[src/rtl/rtc_pkg.sv]
// Shared definitions for the RTC read sequencer: register addresses, FSM encoding
// and small helpers for address lookup and BCD validation.
package rtc_pkg;

  localparam int N_REG = 6;

  localparam logic [7:0] DIR_SEG  = 8'h21;
  localparam logic [7:0] DIR_MIN  = 8'h22;
  localparam logic [7:0] DIR_HORA = 8'h23;
  localparam logic [7:0] DIR_DIA  = 8'h24;
  localparam logic [7:0] DIR_MES  = 8'h25;
  localparam logic [7:0] DIR_ANIO = 8'h26;

  typedef enum logic [2:0] {
    IDLE     = 3'd0,
    DIR_SET  = 3'd1,
    DIR_WR   = 3'd2,
    DIR_HOLD = 3'd3,
    DAT_RD   = 3'd4,
    DAT_HOLD = 3'd5,
    SIG      = 3'd6,
    COMMIT   = 3'd7
  } estado_t;

  // Bus address of the idx-th register in read order
  function automatic logic [7:0] dir_de(input logic [2:0] idx);
    logic [7:0] d;
    case (idx)
      3'd0:    d = DIR_SEG;
      3'd1:    d = DIR_MIN;
      3'd2:    d = DIR_HORA;
      3'd3:    d = DIR_DIA;
      3'd4:    d = DIR_MES;
      3'd5:    d = DIR_ANIO;
      default: d = DIR_SEG;
    endcase
    return d;
  endfunction

  function automatic logic bcd_valido(input logic [7:0] v);
    return (v[7:4] <= 4'd9) && (v[3:0] <= 4'd9);
  endfunction

endpackage

[src/rtl/rtc_fase_cnt.sv]
// Bus phase timer: reloads on 'carga' and raises 'fin' on the T_FASE-th cycle of a phase.
module rtc_fase_cnt #(
  parameter int T_FASE = 10
) (
  input  logic clk,
  input  logic reset,
  input  logic carga,
  output logic fin
);

  localparam int CW = (T_FASE > 1) ? $clog2(T_FASE) : 1;

  logic [CW-1:0] cnt_reg;

  assign fin = (cnt_reg == CW'(T_FASE - 1));

  // Saturates at T_FASE-1 so an unexpected stall never wraps into a short phase
  always_ff @(posedge clk or negedge reset) begin
    if (!reset) begin
      cnt_reg <= '0;
    end else if (carga) begin
      cnt_reg <= '0;
    end else if (!fin) begin
      cnt_reg <= cnt_reg + 1'b1;
    end
  end

endmodule

[src/rtl/rtc_lectura_secuenciador.sv]
// Autonomous RTC read sequencer: reads six BCD registers over the multiplexed bus each
// frame and commits them atomically to the output bank.
module rtc_lectura_secuenciador
  import rtc_pkg::*;
#(
  parameter int T_FASE     = 10,
  parameter int T_REFRESCO = 1_000_000
) (
  input  logic       clk,
  input  logic       reset,
  input  logic       inicio,
  input  logic       pausa,
  input  logic [7:0] RTC_out,
  output logic [7:0] RTC_in,
  output logic       bus_oe,
  output logic       A_D,
  output logic       CS,
  output logic       RD,
  output logic       WR,
  output logic [7:0] seg,
  output logic [7:0] min,
  output logic [7:0] hora,
  output logic [7:0] dia,
  output logic [7:0] mes,
  output logic [7:0] anio,
  output logic       frame_ok,
  output logic       ocupado,
  output logic       bcd_err
);

  localparam int TW = (T_REFRESCO > 1) ? $clog2(T_REFRESCO) : 1;

  estado_t         estado_reg, estado_next;
  logic [2:0]      idx_reg, idx_next;
  logic [TW-1:0]   timer_reg;
  logic            timer_fin;
  logic            arranque;
  logic            fin;
  logic            carga;

  logic            cs_reg, rd_reg, wr_reg, a_d_reg, oe_reg;
  logic            cs_next, rd_next, wr_next, a_d_next, oe_next;
  logic [7:0]      dir_reg, dir_next;
  logic            frame_ok_reg, ocupado_reg, bcd_err_reg;

  logic [7:0]      sombra_reg [N_REG];
  logic [7:0]      valor_reg  [N_REG];
  logic [N_REG-1:0] nib_ok;

  assign timer_fin = (timer_reg == TW'(T_REFRESCO - 1));
  assign carga     = (estado_next != estado_reg);

  rtc_fase_cnt #(
    .T_FASE (T_FASE)
  ) u_fase (
    .clk   (clk),
    .reset (reset),
    .carga (carga),
    .fin   (fin)
  );

  // Next state, then the strobe pattern for the state being entered so the
  // pins are registered and line up exactly with the state register.
  always_comb begin
    estado_next = estado_reg;
    idx_next    = idx_reg;
    arranque    = 1'b0;
    cs_next     = 1'b1;
    rd_next     = 1'b1;
    wr_next     = 1'b1;
    a_d_next    = 1'b1;
    oe_next     = 1'b0;
    dir_next    = 8'h00;

    case (estado_reg)
      IDLE: begin
        if ((inicio || timer_fin) && !pausa) begin
          arranque    = 1'b1;
          idx_next    = 3'd0;
          estado_next = DIR_SET;
        end
      end
      DIR_SET:  if (fin) estado_next = DIR_WR;
      DIR_WR:   if (fin) estado_next = DIR_HOLD;
      DIR_HOLD: if (fin) estado_next = DAT_RD;
      DAT_RD:   if (fin) estado_next = DAT_HOLD;
      DAT_HOLD: if (fin) estado_next = SIG;
      SIG: begin
        if (idx_reg == 3'(N_REG - 1)) begin
          estado_next = COMMIT;
        end else begin
          idx_next    = idx_reg + 3'd1;
          estado_next = DIR_SET;
        end
      end
      COMMIT:   estado_next = IDLE;
      default:  estado_next = IDLE;
    endcase

    case (estado_next)
      DIR_SET: begin
        a_d_next = 1'b0;
        cs_next  = 1'b0;
        oe_next  = 1'b1;
        dir_next = dir_de(idx_next);
      end
      DIR_WR: begin
        a_d_next = 1'b0;
        cs_next  = 1'b0;
        wr_next  = 1'b0;
        oe_next  = 1'b1;
        dir_next = dir_de(idx_next);
      end
      DIR_HOLD: begin
        a_d_next = 1'b0;
        oe_next  = 1'b1;
        dir_next = dir_de(idx_next);
      end
      DAT_RD: begin
        cs_next = 1'b0;
        rd_next = 1'b0;
      end
      default: ;
    endcase
  end

  genvar gi;
  generate
    for (gi = 0; gi < N_REG; gi++) begin : g_bcd
      assign nib_ok[gi] = bcd_valido(sombra_reg[gi]);
    end
  endgenerate

  always_ff @(posedge clk or negedge reset) begin
    if (!reset) begin
      estado_reg   <= IDLE;
      idx_reg      <= 3'd0;
      timer_reg    <= '0;
      cs_reg       <= 1'b1;
      rd_reg       <= 1'b1;
      wr_reg       <= 1'b1;
      a_d_reg      <= 1'b1;
      oe_reg       <= 1'b0;
      dir_reg      <= 8'h00;
      frame_ok_reg <= 1'b0;
      ocupado_reg  <= 1'b0;
      bcd_err_reg  <= 1'b0;
      for (int i = 0; i < N_REG; i++) begin
        valor_reg[i] <= 8'h00;
      end
    end else begin
      estado_reg   <= estado_next;
      idx_reg      <= idx_next;
      timer_reg    <= (arranque || timer_fin) ? '0 : timer_reg + 1'b1;
      cs_reg       <= cs_next;
      rd_reg       <= rd_next;
      wr_reg       <= wr_next;
      a_d_reg      <= a_d_next;
      oe_reg       <= oe_next;
      dir_reg      <= dir_next;
      frame_ok_reg <= (estado_next == COMMIT);
      ocupado_reg  <= (estado_next != IDLE);
      if (arranque) begin
        bcd_err_reg <= 1'b0;
      end else if (estado_next == COMMIT) begin
        bcd_err_reg <= ~(&nib_ok);
      end
      if (estado_next == COMMIT) begin
        for (int i = 0; i < N_REG; i++) begin
          valor_reg[i] <= sombra_reg[i];
        end
      end
    end
  end

  // Shadow bank: sampled on the last cycle of the read strobe
  always_ff @(posedge clk) begin
    if (estado_reg == DAT_RD && fin) begin
      sombra_reg[idx_reg] <= RTC_out;
    end
  end

  assign CS       = cs_reg;
  assign RD       = rd_reg;
  assign WR       = wr_reg;
  assign A_D      = a_d_reg;
  assign bus_oe   = oe_reg;
  assign RTC_in   = dir_reg;
  assign frame_ok = frame_ok_reg;
  assign ocupado  = ocupado_reg;
  assign bcd_err  = bcd_err_reg;
  assign seg      = valor_reg[0];
  assign min      = valor_reg[1];
  assign hora     = valor_reg[2];
  assign dia      = valor_reg[3];
  assign mes      = valor_reg[4];
  assign anio     = valor_reg[5];

endmodule

[config.mk]
export PLATFORM = sky130hd
export DESIGN_NAME = rtc_lectura_secuenciador
export DESIGN_NICKNAME = d
export VERILOG_FILES = /design/src/rtl/rtc_pkg.sv /design/src/rtl/rtc_fase_cnt.sv /design/src/rtl/rtc_lectura_secuenciador.sv
export SDC_FILE = /design/constraint.sdc
export NUM_CORES = 1
export LEC_CHECK = 0
export BUFFER_PORTS_ARGS = -buffer_cell sky130_fd_sc_hd__buf_2
export CAP_MARGIN = 0
export CELL_PAD_IN_SITES_DETAIL_PLACEMENT = 0
export CELL_PAD_IN_SITES_GLOBAL_PLACEMENT = 1
export CORE_ASPECT_RATIO = 1.25
export CORE_MARGIN = 4
export CORE_UTILIZATION = 52
export CTS_BUF_LIST = sky130_fd_sc_hd__clkbuf_4 sky130_fd_sc_hd__clkbuf_8
export DETAILED_ROUTE_END_ITERATION = 10
export GPL_TIMING_DRIVEN = 0
export MAX_ROUTING_LAYER = met4
export PLACE_DENSITY = 0.83
export SLEW_MARGIN = 20
export SYNTH_ARGS = -nofsm -noshare
export SYNTH_HDL_FRONTEND = slang
export SYNTH_HIERARCHICAL = 1
export SYNTH_SLANG_ARGS = --single-unit
[constraint.sdc]
create_clock -name clk -period 7.5 [get_ports clk]
set_input_delay 0.375 -clock clk [delete_from_list [all_inputs] [get_ports clk]]
set_output_delay 0.375 -clock clk [all_outputs]
set_load 0.03 [all_outputs]
# Word-level counts from Yosys, hierarchy flattened
# Memories as Yosys holds them, arrays and structs flattened.
# Index checks and enable logic that the tools add are counted.
[op_classes]
addsub = 3
order_cmp = 12
eq_ne = 22
muxes = 27
bitwise_logic = 1
reduce_logical = 17
[ops]
columns = ["op", "count"]
rows = [
  ["$le 4x4->1 const B", 12],
  ["$eq 3x3->1 const B", 9],
  ["$mux 3", 9],
  ["$pmux 3 s8", 1],
  ["$add 20x1->20 const B", 1],
  ["$eq 20x20->1 const B", 1],
  ["$mux 20", 1],
  ["$eq 3x2->1 const B", 6],
  ["$pmux 3 s5", 1],
  ["$mux 1", 11],
  ["$eq 3x1->1 const B", 3],
  ["$logic_and 1x1->1", 8],
  ["$mux 4", 2],
  ["$mux 6", 1],
  ["$pmux 3 s2", 1],
  ["$reduce_and 6->1", 1],
  ["$reduce_or 3->1", 2],
  ["$add 4x1->4 const B", 1],
  ["$eq 4x4->1 const B", 1],
  ["$add 3x1->3 const B", 1],
  ["$logic_not 3->1", 1],
  ["$ne 3x3->1", 1],
  ["$reduce_bool 3->1", 1],
  ["$logic_or 1x1->1", 2],
  ["4 further kinds", 4],
]
[totals]
register_bits = 94
ramBits = 48
input_bits = 12
out_inout_bits = 64
mem_count = 1
[mem_list]
columns = ["name", "depth", "width", "rd", "rd_ports_with_merged_regs", "write_ports", "line", "text"]
rows = [
  ["sombra_reg", 6, 8, 6, 0, 1, "rtc_lectura_secuenciador.sv:46", "logic [7:0] sombra_reg [N_REG];"],
]

# Depth between registers and ports, before layout
# Gate-level depths: netlist (run 1).
[depth]
word_depth = 8
ltp_mapped = 12
depth_no_buf = 11

# Cells and area by module
# Netlist (run 1), hierarchy kept.
[by_module_without_submodules]
columns = ["mod", "instances", "cells_per_inst", "area_per_inst_um2"]
rows = [
  ["rtc_lectura_secuenciador", 1, 372, 5211.2],
  ["rtc_fase_cnt", 1, 21, 225.2],
]

# Least setup slack after synthesis (run 1)
# No wires, ideal clock.
[synth_timing]
kind = "reg-to-reg"
from = "register u_fase.cnt_reg[1]"
to = "memory sombra_reg[0][0], enable pin"
setup_time_ns = 0.383
arrival_time_ns = 2.187
slack_ns = 4.929
path_stages_with_launch = 9
n_path_buf = 1
path_cell_list = "dfrtp_1 > inv_1 > ha_1 > nand3b_4 > inv_1 > clkbuf_1 > inv_1 > or3_1 > nor3_1"
[synth_via]
elab_chain_cells = 4
[synth_lines]
columns = ["item", "line", "text"]
rows = [
  ["start: declaration", "rtc_fase_cnt.sv:13", "logic [CW-1:0] cnt_reg;"],
  ["start signal: assignment", "rtc_fase_cnt.sv:24", "cnt_reg <= cnt_reg + 1'b1;"],
  ["$eq 4x4->1", "rtc_fase_cnt.sv:15", "assign fin = (cnt_reg == CW'(T_FASE - 1));"],
  ["net fin", "rtc_lectura_secuenciador.sv:38", "logic fin;"],
  ["$logic_and 1x1->1", "rtc_lectura_secuenciador.sv:178", "if (estado_reg == DAT_RD && fin) begin"],
  ["$mux 1", "rtc_lectura_secuenciador.sv:178", ""],
  ["$mux 1 (implied by the code)", "rtc_lectura_secuenciador.sv:179", "sombra_reg[idx_reg] <= RTC_out;"],
  ["end: declaration", "rtc_lectura_secuenciador.sv:46", ""],
]
# The timed path passes the listed nets, and every way through them passes these cells.

# Worst setup path after layout (run 1)
[layout_timing]
from = "register u_fase.cnt_reg[1]"
to = "memory sombra_reg[2][4], enable pin"
# The elaborated chain is that of the path after synthesis.

==> metrics.log, run 1 <==
[metrics] largest net degree at the start of global routing: 49
[metrics] Die Area: approximately 12,000 um^2
[metrics] most used cell along the critical path: sky130_fd_sc_hd__inv_1
[metrics] gp weighted congestion: between 0.8 and 0.9
[metrics] area share of xor/xnor cells in the synthesized design: just over 3%
[metrics] post-synthesis cell type with the largest combined area: sky130_fd_sc_hd__dfrtp_1
[metrics] clock latency of the later-clocked register in the worst-skew pair: 0.44 ns
[metrics] Final Worst Setup Slack: between 4 and 5 ns
[metrics] total length of routed met3 wires: 606 um
[metrics] Largest register FFs: 48
[metrics] synthesized-area fraction occupied by adder cells: roughly 1.2%
[metrics] ratio of cells with drive above 1 in the final layout: a little over a third
[metrics] complex-gate fraction of the synthesized area: 5.18%
[metrics] tightest hold margin: roughly 0.22 ns
[metrics] critical path's slowest cell: sky130_fd_sc_hd__nor2_1
[metrics] CTS Root Buffer Type: sky130_fd_sc_hd__clkbuf_8
[metrics] largest clock skew in the final design: around 0.010 ns
[metrics] maximum count of clock buffers along a single path: 2
[metrics] clock network power share: ~38%
[metrics] max-cap violation count: 0
[metrics] Max-slew headroom: between 40% and 50%
[metrics] highest cell delay on the worst timing path: roughly 0.68 ns
[metrics] cell types with the largest area share after synthesis: sky130_fd_sc_hd__dfrtp_1 39%, sky130_fd_sc_hd__edfxtp_1 27%, sky130_fd_sc_hd__mux2_2 9.9%
[metrics] post-CTS repair timing setup buffer count: 0
[metrics] flops & latches, synth: around 140
[metrics] worst hold path class: in2reg
[metrics] final count of negative-setup-slack endpoints: 0
[metrics] Iter 0 DRT Violations: 120
[metrics] fmax: approximately 340 MHz
[metrics] post-detailed-placement half-perimeter wirelength: approximately 7400 um
[metrics] met2 wirelength from detailed routing: ~5400 um
[metrics] cell area reported after detailed placement: between 6000 and 7000 um^2
[metrics] cell-by-cell listing of the critical path: inv_1 > ha_1 > nand3b_4 > inv_1 > clkbuf_1 > inv_1 > or3_1 > nor2_1
[metrics] average via count per standard cell: around 5.4
[metrics] via count of the first global-routing pass: around 3,400
[metrics] post-route setup TNS: 0 ns
[metrics] dominant register cell in the synthesized netlist: sky130_fd_sc_hd__dfrtp_1
[metrics] pre-CTS setup slack: ~4.6 ns
[metrics] maximum resistive drop on vdd: 140 uV
[metrics] reg-to-reg startpoint: u_fase/cnt_reg[1]$_DFFE_PN0P_
[metrics] Diodes inserted: 0
[metrics] Finished Layout Cells: 630
[metrics] clock tree from TritonCTS: yes
[metrics] number of pins with negative max-slew slack in the final report: 0
[metrics] post-cts repair resize count: 0
[metrics] number of antenna violations at the first check in global routing: 0
[metrics] run status: finished, final reports clean
[metrics] hold path start: RTC_out[4]
[metrics] cell total after placement: between 500 and 600
[metrics] Power Dens Cells: roughly 250 nW/um^2
[metrics] multiplexer fraction of the synthesized cell area: approximately a tenth
[metrics] transition time at the pin with the least slew margin: about 0.85 ns
[metrics] kind of start point of the critical path: register
[metrics] CP bufs+invs: 4
[metrics] top layer used by detailed routing: met4
[metrics] post-synth top area share: between 30% and 40%
[metrics] global-route wire length before repair: approximately 18,000 um
[metrics] detail-routed net length per standard cell: 16.7 um
[metrics] initial cell density of the core: between 50 and 60%
[metrics] Worst Hold Path Cells: 1
[metrics] cell count after synthesis: slightly below 400
[metrics] Arr. time, crit path: about 3 ns
[metrics] fraction of power consumed by sequential logic: a little under three fifths
[metrics] Post-route DRC: 0
[metrics] TritonRoute pass-1 iters: 4
[metrics] area of all placed cells without fillers: around 6400 um^2
[metrics] combined global-route utilization of all metal layers: between 10% and 20%
[metrics] Worst path top cell family by delay: simple AND/OR/NAND/NOR gates
[metrics] category of the most critical setup path: reg2reg
[metrics] Sw Pwr: roughly 0.42 mW
[metrics] share of synthesized area occupied by flip-flops and latches: 67.6%
[metrics] total power after layout: 1.58 mW
[metrics] count of buffers from port buffering: 71
[metrics] Congestion Overflow GR: 0
[metrics] RSZ-0062 raised after global routing: false
[metrics] Die Span Y: between 100 and 150 um
[metrics] post-synthesis async set-or-reset flop share: 65.0%
[metrics] standard-cell row count: ~40
[metrics] register-to-register setup slack: ~4.6 ns
[metrics] final worst-path cycle share: 38.9%
[metrics] floorplan core area: around 10,000 um^2
[metrics] horizontal die dimension: 99.5 um
[metrics] Finished Core Util: 63.1%
[metrics] Yosys cell types: 48
[metrics] number of buffers inserted during clock tree synthesis: 17
[metrics] wire length after detailed routing: approximately 11,000 um
[metrics] Synth Warn #: 6
[metrics] final-report hold violation count: 0
[metrics] Net count, final: just over 500
[metrics] post-route minimum period: slightly below 3 ns
[metrics] switching portion of total power: 26.3%
[metrics] Layout fillers: approximately 800
[metrics] Crit. End Element: register
[metrics] largest fanout on the critical path: 10
[metrics] Top Ports: 76
[metrics] end of the worst register-to-register path: sombra_reg[2][4]$_DFFE_PP_
[metrics] Internal Dissipation: 1.17 mW
[metrics] cell area after synthesis: approximately 5400 um^2
[metrics] area share of and/or/nand/nor cells after synthesis: between 10% and 20%
[metrics] detailed-route wire length on metal 1: 4420 um
[metrics] number of flops mapped to enable cells by yosys: 48
[metrics] hold worst-path end: sombra_reg[1][4]$_DFFE_PP_
[metrics] count of vias placed by the detailed router: ~3,400
[metrics] number of nets still failing antenna checks after routing: 0
[metrics] number of cells on the worst reg-to-reg path: 8
[metrics] Leakage Power: 2.91 nW
[metrics] layout overhead on the synthesized area: 18.0%
[metrics] Comb power frac: 7.0%
[metrics] combinational family with the most area after synthesis: simple AND/OR/NAND/NOR gates
[metrics] H-Tree Depth: 4
[metrics] clock transition at the register clock pins on the worst setup and hold paths after CTS: roughly 0.08 ns
[metrics] Syn Area/Cell: approximately 14 um^2
[metrics] Worst EP required: between 7 and 8 ns
[metrics] CTS Sinks: between 100 and 150
## kinds of logic after synthesis
logic type,count (synthesis)
adder cells (fa/ha/maj),5
flip-flops,137
XOR/XNOR,19
multiplexers,48
AND/OR/NAND/NOR,110
AO/OA/AOI/OAI,44
other,1
buffers and inverters,29
## placed cells by master, fill, tap and decap left out, types with 11 or more instances in the layout
cell type,instances
sky130_fd_sc_hd__dfrtp_1,85
sky130_fd_sc_hd__buf_2,75
sky130_fd_sc_hd__mux2_2,48
sky130_fd_sc_hd__edfxtp_1,48
sky130_fd_sc_hd__nor2_1,40
sky130_fd_sc_hd__nand2_1,19
sky130_fd_sc_hd__o21ai_0,18
sky130_fd_sc_hd__clkbuf_8,17
sky130_fd_sc_hd__inv_1,11
sky130_fd_sc_hd__a21oi_1,11
## power by group through the flow
stage	registers (mW)	clock network, mW	logic, mW
final	0.871	0.601	0.111
after global routing	0.880	0.648	0.129
after CTS	0.870	0.614	0.113
after detailed placement	0.883	0	0.112
after global placement	0.883	0	0.107
after floorplan	0.871	0	0.0813
## layout make-up
| class | count | area (um^2) | area share [%] |
|---|---|---|---|
| tap | 129 | 161 | 2.52 |
| buffer | 18 | 92.6 | 1.44 |
| timing repair buffer | 73 | 395 | 6.16 |
| multi-input combinational | 230 | 1650 | 25.7 |
| clock inverter | 15 | 165 | 2.58 |
| inverter | 11 | 41.3 | 0.644 |
| clock buffer | 17 | 234 | 3.65 |
| sequential | 137 | 3670 | 57.3 |
## worst max path at each step
stage                                             start                    endpoint  slack (ns)  cells after the start
after floorplan           u_fase/cnt_reg[1]$_DFFE_PN0P_  sombra_reg[0][0]$_DFFE_PP_        4.93                      8
after global placement    u_fase/cnt_reg[1]$_DFFE_PN0P_  sombra_reg[0][0]$_DFFE_PP_        4.43                      8
after detailed placement  u_fase/cnt_reg[1]$_DFFE_PN0P_  sombra_reg[2][0]$_DFFE_PP_        4.59                      8
after CTS                 u_fase/cnt_reg[1]$_DFFE_PN0P_  sombra_reg[2][4]$_DFFE_PP_        4.58                      8
after global routing      u_fase/cnt_reg[1]$_DFFE_PN0P_  sombra_reg[2][4]$_DFFE_PP_        4.40                      8
final                     u_fase/cnt_reg[1]$_DFFE_PN0P_  sombra_reg[2][4]$_DFFE_PP_        4.58                      8
## layer usage
layer  track usage [%]  vias up
li1                  -     1576
met1              24.1     1704
met2              31.3       90
met3              5.51       15
met4              5.89        0
met5                 -        -
## synthesized netlist by cell type (2+ instances only)
cell type	number
sky130_fd_sc_hd__a31oi_1	2
sky130_fd_sc_hd__clkbuf_1	7
sky130_fd_sc_hd__o31ai_1	2
sky130_fd_sc_hd__nand4_1	10
sky130_fd_sc_hd__nand2b_1	3
sky130_fd_sc_hd__dfrtp_1	85
sky130_fd_sc_hd__o21ai_0	18
sky130_fd_sc_hd__a21oi_1	11
sky130_fd_sc_hd__or3_1	3
sky130_fd_sc_hd__mux2_2	48
sky130_fd_sc_hd__nand3b_1	2
sky130_fd_sc_hd__dfstp_2	4
sky130_fd_sc_hd__and2_1	2
sky130_fd_sc_hd__buf_2	5
sky130_fd_sc_hd__edfxtp_1	48
sky130_fd_sc_hd__inv_1	11
sky130_fd_sc_hd__nor2_1	40
sky130_fd_sc_hd__and3_1	4
sky130_fd_sc_hd__xor2_1	9
sky130_fd_sc_hd__nand3_1	10
sky130_fd_sc_hd__buf_4	5
sky130_fd_sc_hd__nand2_1	19
sky130_fd_sc_hd__xnor2_1	10
sky130_fd_sc_hd__ha_1	5
sky130_fd_sc_hd__nor3_1	7
## what timing repair did
action / in CTS / in global routing
hold buffers: 1 / 0
hold endpoints to repair: 37 / 0
setup endpoints to repair: 0 / 0
(Power assumes the default switching activity.)
==> run 2: changes to the inputs <==
--- a/config.mk
+++ b/config.mk
@@ -5,18 +5,19 @@
 export SDC_FILE = /design/constraint.sdc
 export NUM_CORES = 1
 export LEC_CHECK = 0
+export ABC_AREA = 1
 export BUFFER_PORTS_ARGS = -buffer_cell sky130_fd_sc_hd__buf_2
 export CAP_MARGIN = 0
 export CELL_PAD_IN_SITES_DETAIL_PLACEMENT = 0
 export CELL_PAD_IN_SITES_GLOBAL_PLACEMENT = 1
 export CORE_ASPECT_RATIO = 1.25
 export CORE_MARGIN = 4
-export CORE_UTILIZATION = 52
+export CORE_UTILIZATION = 46
 export CTS_BUF_LIST = sky130_fd_sc_hd__clkbuf_4 sky130_fd_sc_hd__clkbuf_8
 export DETAILED_ROUTE_END_ITERATION = 10
 export GPL_TIMING_DRIVEN = 0
 export MAX_ROUTING_LAYER = met4
-export PLACE_DENSITY = 0.83
+export PLACE_DENSITY = 0.77
 export SLEW_MARGIN = 20
 export SYNTH_ARGS = -nofsm -noshare
 export SYNTH_HDL_FRONTEND = slang
==> constraint.sdc (replaced) <==
create_clock -name clk -period 2.7 [get_ports clk]
set_input_delay 0.135 -clock clk [delete_from_list [all_inputs] [get_ports clk]]
set_output_delay 0.135 -clock clk [all_outputs]
set_load 0.03 [all_outputs]
==> run 2 against run 1 <==
  * Register-to-register slack got worse by 4.1 ns
  * Count of clock-buffer cells in the layout increased by 2
  * Synthesized cell count increased by 34%
  * Sequential power increased by 150%
  * Critical endpoint is now sombra_reg[1][5]$_DFFE_PP_
  * Largest cell class unchanged
==> metrics.log, run 2 <==
[metrics] post-route minimum period: 2.24 ns
[metrics] gp weighted congestion: ~0.82
[metrics] final-report hold violation count: 0
[metrics] H-Tree Depth: 4
[metrics] cell-by-cell listing of the critical path: inv_1 > ha_1 > nand2_1 > nor2_2 > nand4_1 > nor2_1
[metrics] Power Dens Cells: 630 nW/um^2
[metrics] TritonRoute pass-1 iters: 6
[metrics] cell count after synthesis: about 530
[metrics] leading post-synthesis cells by instance count: 178 x sky130_fd_sc_hd__nand2_1, 85 x sky130_fd_sc_hd__dfrtp_1, 48 x sky130_fd_sc_hd__edfxtp_1
[metrics] ratio of cells with drive above 1 in the final layout: ~25%
[metrics] max-cap violation count: 0
[metrics] cell total after placement: roughly 770
[metrics] count of buffers from port buffering: 71
[metrics] CP bufs+invs: 1
[metrics] detail-routed net length per standard cell: roughly 14 um
[metrics] number of pins with negative max-slew slack in the final report: 0
[metrics] transition time at the pin with the least slew margin: ~0.8 ns
[metrics] maximum resistive drop on vdd: 326 uV
[metrics] Die Area: around 14,000 um^2
[metrics] register cell area after layout: approximately 3700 um^2
[metrics] CTS Sinks: between 100 and 150
[metrics] hold path start: RTC_out[1]
[metrics] post-synth top area share: about two fifths
[metrics] tightest hold margin: about 0.027 ns
[metrics] largest net degree at the start of global routing: 50
[metrics] Leakage Power: around 3.4 nW
[metrics] post-CTS repair timing setup buffer count: 0
[metrics] leading cell type in the layout, fill and taps excluded: sky130_fd_sc_hd__nand2_1
[metrics] final count of negative-setup-slack endpoints: 0
[metrics] number of flops mapped to enable cells by yosys: 48
[metrics] fmax: 446 MHz
[metrics] switching portion of total power: 19.9%
[metrics] Yosys cell types: 39
[metrics] layout overhead on the synthesized area: 21.5%
[metrics] Iter 0 DRT Violations: roughly 210
[metrics] post-route setup TNS: 0 ns
[metrics] count of vias placed by the detailed router: 3,812
[metrics] via count of the first global-routing pass: ~3,800
[metrics] post-synthesis cell type with the largest combined area: sky130_fd_sc_hd__dfrtp_1
[metrics] Congestion Overflow GR: 0
[metrics] category of the most critical setup path: reg2reg
[metrics] post-synthesis async set-or-reset flop share: roughly two thirds
[metrics] floorplan core area: roughly 12,000 um^2
[metrics] largest fanout on the critical path: 8
[metrics] number of buffers inserted during clock tree synthesis: 17
[metrics] average via count per standard cell: between 4 and 5
[metrics] global-route wire length before repair: ~18,000 um
[metrics] cell area after synthesis: between 5000 and 6000 um^2
[metrics] clock network power share: between 40% and 50%
[metrics] Arr. time, crit path: roughly 2.3 ns
[metrics] Comb power frac: under 10%
[metrics] initial cell density of the core: a little under half
[metrics] Diodes inserted: 0
[metrics] kind of start point of the critical path: register
[metrics] number of nets still failing antenna checks after routing: 0
[metrics] reg-to-reg startpoint: u_fase/cnt_reg[1]$_DFFE_PN0P_
[metrics] Syn Area/Cell: approximately 10 um^2
[metrics] share of synthesized area occupied by flip-flops and latches: between 60% and 70%
[metrics] Layout fillers: 1,048
[metrics] Max-slew headroom: between 40% and 50%
[metrics] dominant register cell in the synthesized netlist: sky130_fd_sc_hd__dfrtp_1
[metrics] Net count, final: around 650
[metrics] cell types with the largest area share after synthesis: sky130_fd_sc_hd__dfrtp_1 38%, sky130_fd_sc_hd__edfxtp_1 26%, sky130_fd_sc_hd__nand2_1 12%
[metrics] clock transition at the register clock pins on the worst setup and hold paths after CTS: about 0.080 ns
[metrics] highest cell delay on the worst timing path: between 0.6 and 0.7 ns
[metrics] number of antenna violations at the first check in global routing: 0
[metrics] combined area of the multi-input logic cells: 1660 um^2
[metrics] Crit. End Element: register
[metrics] Worst path top cell family by delay: simple AND/OR/NAND/NOR gates
[metrics] most used cells in the layout excluding fill and tap cells: 178 x sky130_fd_sc_hd__nand2_1, 85 x sky130_fd_sc_hd__dfrtp_1, 78 x sky130_fd_sc_hd__buf_2, 48 x sky130_fd_sc_hd__edfxtp_1, 40 x sky130_fd_sc_hd__nor2_1
[metrics] RSZ-0062 raised after global routing: false
[metrics] CTS Root Buffer Type: sky130_fd_sc_hd__clkbuf_8
[metrics] standard-cell row count: 44
[metrics] Finished Layout Cells: a little over 800
[metrics] fraction of power consumed by sequential logic: about half
[metrics] Sw Pwr: about 0.84 mW
[metrics] final worst-path cycle share: 83.0%
[metrics] Die Span Y: 131 um
[metrics] most repeated cell in the gate-level netlist after synthesis: sky130_fd_sc_hd__nand2_1
[metrics] worst hold path class: in2reg
[metrics] run status: finished, final reports clean
[metrics] largest clock skew in the final design: approximately 0.011 ns
[metrics] startpoint of the worst setup timing path: u_fase/cnt_reg[1]$_DFFE_PN0P_
[metrics] horizontal die dimension: ~110 um
[metrics] combined global-route utilization of all metal layers: between 15 and 20%
[metrics] flops & latches, synth: approximately 140
[metrics] wire length after detailed routing: 11,200 um
[metrics] post-detailed-placement half-perimeter wirelength: roughly 8000 um
[metrics] clock tree from TritonCTS: yes
[metrics] Largest register FFs: 48
[metrics] Post-route DRC: 0
[metrics] maximum count of clock buffers along a single path: 2
[metrics] Internal Dissipation: roughly 3.4 mW
[metrics] Top Ports: 76
[metrics] Synth Warn #: 6
[metrics] clock latency of the later-clocked register in the worst-skew pair: ~0.43 ns
[metrics] critical path's slowest cell: sky130_fd_sc_hd__nor2_1
[metrics] Worst EP required: 2.75 ns
run 2: power groups by stage:
stage,sequential (mW),combinational (mW),clock (mW)
6_report,2.15,0.0757,2.02
5_1_grt,2.15,0.0848,2.17
4_1_cts,2.15,0.0776,2.05
3_5_place_dp,2.19,0.0690,0
3_3_place_gp,2.19,0.0628,0
2_1_floorplan,2.19,0.0145,0
run 2: path summary, 6_finish.rpt:
| path | slack, ns | cells after the start | to |
|---|---|---|---|
| min in group asynchronous | 0.23 | 2 | anio[4]$_DFFE_PN0P_ |
| min reg2reg | 0.45 | 2 | hora[0]$_DFFE_PN0P_ |
| max reg2reg | 0.46 | 6 | sombra_reg[1][5]$_DFFE_PP_ |
| max in group asynchronous | 1.78 | 3 | A_D$_DFF_PN1_ |
| max | 0.46 | 6 | sombra_reg[1][5]$_DFFE_PP_ |
| min | 0.03 | 1 | sombra_reg[0][1]$_DFFE_PP_ |
run 2: layout make-up:
| cell class | count | area share [%] |
|---|---|---|
| Timing Repair Buffer | 81 | 6.99 |
| Sequential cell | 137 | 54.6 |
| Multi-Input combinational cell | 337 | 24.6 |
| Buffer | 18 | 1.43 |
| Clock buffer | 19 | 3.70 |
| Tap cell | 161 | 2.99 |
| Clock inverter | 13 | 3.55 |
| Inverter | 39 | 2.17 |
run 2: cell families after synthesis:
logic type	Yosys count	share of synthesized area (%)
flops	137	66.3
buf+inv	57	4.38
simple gates	285	23.2
xor+xnor	11	1.74
other cells	1	0.0677
compound gates	32	3.21
fa+ha+maj	5	1.13
run 2: per-stage QoR:
step | instance area, um^2 | power, mW | setup WS [ns] | util [%]
after floorplan | 5550 | 2.21 | 0.493 | -
after CTS | 6710 | 4.28 | 0.235 | 57.2
after global routing | 6730 | 4.41 | 0.264 | 57.4
after detailed placement | 6150 | 2.26 | 0.259 | 52.5
final | 6730 | 4.24 | 0.458 | 57.4
after global placement | 6110 | 2.26 | -0.106 | 52.1
run 2: repair_timing:
action / CTS / global route
resized for setup: 0 / 0
hold endpoints to repair: 63 / 2
endpoints found under the setup margin: 0 / 0
hold buffers: 7 / 1
run 2: metal layers:
metal,GRT usage [%],vias to the layer above,part of all wire (%)
li1,-,1895,-
met1,20.1,1807,39
met2,30.7,98,53
met3,5.31,12,5.9
met4,6.25,0,1.4
met5,-,-,0
==> run 3: changes to the inputs <==
==> constraint.sdc (replaced) <==
create_clock -name clk -period 2.2 [get_ports clk]
set_input_delay 0.11 -clock clk [delete_from_list [all_inputs] [get_ports clk]]
set_output_delay 0.11 -clock clk [all_outputs]
set_load 0.03 [all_outputs]
==> run 3 against run 2 <==
  * Count of clock-buffer cells in the layout increased by 1
  * Largest power group unchanged
  * Critical endpoint is now sombra_reg[3][6]$_DFFE_PP_
  * Power increased by 12%
  * Worst hold slack improved by 0.033 ns
  * Largest cell class unchanged
  * Final cell count increased by 0.50%
  * Flip-flop and latch count unchanged
  * Combinational power increased by 28%
  * Die area unchanged
  * Global-route usage decreased by 0.24 points
  * Fmax increased by 5.4%
  * Wire length increased by 0.26%
==> metrics.log, run 3 (synthesized netlist as in run 2, its figures left out) <==
[metrics] Internal Dissipation: between 3 and 4 mW
[metrics] count of vias placed by the detailed router: ~3,800
[metrics] count of buffers from port buffering: roughly 70
[metrics] critical path's slowest cell: sky130_fd_sc_hd__nor3_2
[metrics] combined global-route utilization of all metal layers: between 10% and 20%
[metrics] maximum count of clock buffers along a single path: 2
[metrics] worst hold path class: in2reg
[metrics] wire length after detailed routing: around 11,000 um
[metrics] area of all placed cells without fillers: 6700 um^2
[metrics] layout overhead on the synthesized area: 20.9%
[metrics] CP bufs+invs: 1
[metrics] Worst path top cell family by delay: simple AND/OR/NAND/NOR gates
[metrics] post-detailed-placement half-perimeter wirelength: 8090 um
[metrics] number of buffers inserted during clock tree synthesis: 17
[metrics] max-cap violation count: 0
[metrics] Sw Pwr: roughly 1.0 mW
[metrics] highest cell delay on the worst timing path: between 0.5 and 0.6 ns
[metrics] final count of negative-setup-slack endpoints: 0
[metrics] register-to-register setup slack: ~0.072 ns
[metrics] number of pins with negative max-slew slack in the final report: 0
[metrics] fraction of power consumed by sequential logic: between 50% and 60%
[metrics] clock tree from TritonCTS: yes
[metrics] largest fanout on the critical path: 8
[metrics] Iter 0 DRT Violations: 184
[metrics] number of antenna violations at the first check in global routing: 0
[metrics] Top Ports: 76
[metrics] CTS Sinks: roughly 140
[metrics] CTS Root Buffer Type: sky130_fd_sc_hd__clkbuf_8
[metrics] TritonRoute pass-1 iters: 4
[metrics] number of nets still failing antenna checks after routing: 0
[metrics] average via count per standard cell: approximately 4.7
[metrics] initial cell density of the core: between 40% and 50%
[metrics] standard-cell row count: 44
[metrics] Power Dens Cells: between 700 and 800 nW/um^2
[metrics] Layout fillers: ~1,100
[metrics] floorplan core area: roughly 12,000 um^2
[metrics] clock transition at the register clock pins on the worst setup and hold paths after CTS: roughly 0.080 ns
[metrics] Leakage Power: ~3.4 nW
[metrics] transition time at the pin with the least slew margin: a little over 0.7 ns
[metrics] clock latency of the later-clocked register in the worst-skew pair: approximately 0.43 ns
[metrics] post-route setup TNS: 0 ns
[metrics] switching portion of total power: about a fifth
[metrics] Max-slew headroom: a little over half
[metrics] Comb power frac: approximately 2%
[metrics] cell-by-cell listing of the critical path: inv_1 > ha_1 > nand2_1 > nor2_4 > nand4_1 > nor3_2
[metrics] total power after layout: 4.75 mW
[metrics] largest net degree at the start of global routing: 47
[metrics] Diodes inserted: 0
[metrics] RSZ-0062 raised after global routing: true
[metrics] horizontal die dimension: 106 um
[metrics] Die Area: between 10,000 and 15,000 um^2
[metrics] post-route minimum period: about 2.1 ns
[metrics] leading cell type in the layout, fill and taps excluded: sky130_fd_sc_hd__nand2_1
[metrics] most used cells in the layout excluding fill and tap cells: 178 x sky130_fd_sc_hd__nand2_1, 85 x sky130_fd_sc_hd__dfrtp_1, 77 x sky130_fd_sc_hd__buf_2, 48 x sky130_fd_sc_hd__edfxtp_1, 40 x sky130_fd_sc_hd__nor2_1
[metrics] gp weighted congestion: 0.817
[metrics] clock network power share: between 40% and 50%
[metrics] Largest register FFs: 48
[metrics] Arr. time, crit path: ~2.2 ns
[metrics] global-route wire length before repair: 18,200 um
[metrics] ratio of cells with drive above 1 in the final layout: roughly a quarter
[metrics] via count of the first global-routing pass: approximately 3,800
[metrics] run status: finished, final reports clean
[metrics] kind of start point of the critical path: register
[metrics] Worst EP required: around 2.3 ns
[metrics] Net count, final: approximately 650
[metrics] Die Span Y: between 100 and 150 um
[metrics] tightest hold margin: ~0.059 ns
[metrics] fmax: 470 MHz
[metrics] Post-route DRC: 0
[metrics] final worst-path cycle share: a little over nine tenths
[metrics] Crit. End Element: register
[metrics] H-Tree Depth: 4
[metrics] category of the most critical setup path: reg2reg
[metrics] cell area reported after detailed placement: 6150 um^2
[metrics] final-report hold violation count: 0
[metrics] largest clock skew in the final design: about 0.010 ns
[metrics] detail-routed net length per standard cell: 13.9 um
[metrics] maximum resistive drop on vdd: between 300 and 400 uV
[metrics] Congestion Overflow GR: 0
## run 3: cell types whose count changed in the layout (fill, tap and decap cells not counted), sizes merged, moves of 2 or more
cell         previous run  this run
buf                    85        87
bufinv                  6         2
clkinv                  1         4
dlygate4sd3             8        10
## run 3: per-stage QoR
step / utilization [%] / setup WS, ns / cells
after floorplan: - / 0.201 / 531
after global placement: 52.1 / -0.381 / 763
after detailed placement: 52.5 / -0.197 / 764
after CTS: 56.8 / 0.00266 / 806
after global routing: 57.1 / -0.0381 / 809
final: 57.1 / 0.0720 / 809
## run 3: cell type report
| type | count | area, um^2 | area share (%) |
|---|---|---|---|
| Clock inverter | 12 | 123 | 1.83 |
| Clock buffer | 20 | 269 | 4.02 |
| Inverter | 39 | 146 | 2.19 |
| Buffer | 18 | 96.3 | 1.44 |
| Timing Repair Buffer | 85 | 508 | 7.58 |
| Multi-Input combinational cell | 337 | 1680 | 25.1 |
| Sequential cell | 137 | 3670 | 54.8 |
| Tap cell | 161 | 201 | 3.01 |
## run 3: final timing paths
kind                                               start                          to  cells after the start
setup / recovery           u_fase/cnt_reg[1]$_DFFE_PN0P_  sombra_reg[3][6]$_DFFE_PP_                      6
hold / removal                                    inicio     estado_reg[0]$_DFF_PN0_                      5
setup reg to reg           u_fase/cnt_reg[1]$_DFFE_PN0P_  sombra_reg[3][6]$_DFFE_PP_                      6
hold reg to reg               sombra_reg[2][4]$_DFFE_PP_         hora[4]$_DFFE_PN0P_                      2
max in group asynchronous                          reset                WR$_DFF_PN1_                      3
min in group asynchronous                          reset         hora[4]$_DFFE_PN0P_                      2
## run 3: timing repair
item / 4_1_cts / 5_1_grt
hold buffers: 10 / 0
buffers inserted: 0 / 3
pin swaps: 0 / 2
resized for setup: 3 / 3
endpoints found under the hold margin: 89 / 0
endpoints found under the setup margin: 24 / 54
gates cloned: 0 / 0
## run 3: layer usage
metal  share of wire [%]  global-route usage, %  vias up
met5                   0                      -        -
met4                 1.1                   5.34        0
met3                 5.1                   5.11        9
met2                  52                   30.6       82
met1                  42                   20.0     1823
li1                    -                      -     1905
## run 3: power by group through the flow
stage | Combinational [mW] | Sequential, mW | Clock [mW]
after floorplan | 0.0178 | 2.69 | 0
after global placement | 0.0763 | 2.69 | 0
after detailed placement | 0.0857 | 2.69 | 0
after CTS | 0.101 | 2.64 | 2.06
after global routing | 0.108 | 2.64 | 2.19
final | 0.0966 | 2.64 | 2.01
## run 3: tightest hold or removal path, stage by stage
cell and delay [ns]:
sky130_fd_sc_hd__buf_2 0.10, sky130_fd_sc_hd__inv_1 0.06, sky130_fd_sc_hd__nand2_2 0.07, sky130_fd_sc_hd__nand2_2 0.07, sky130_fd_sc_hd__a21oi_1 0.05
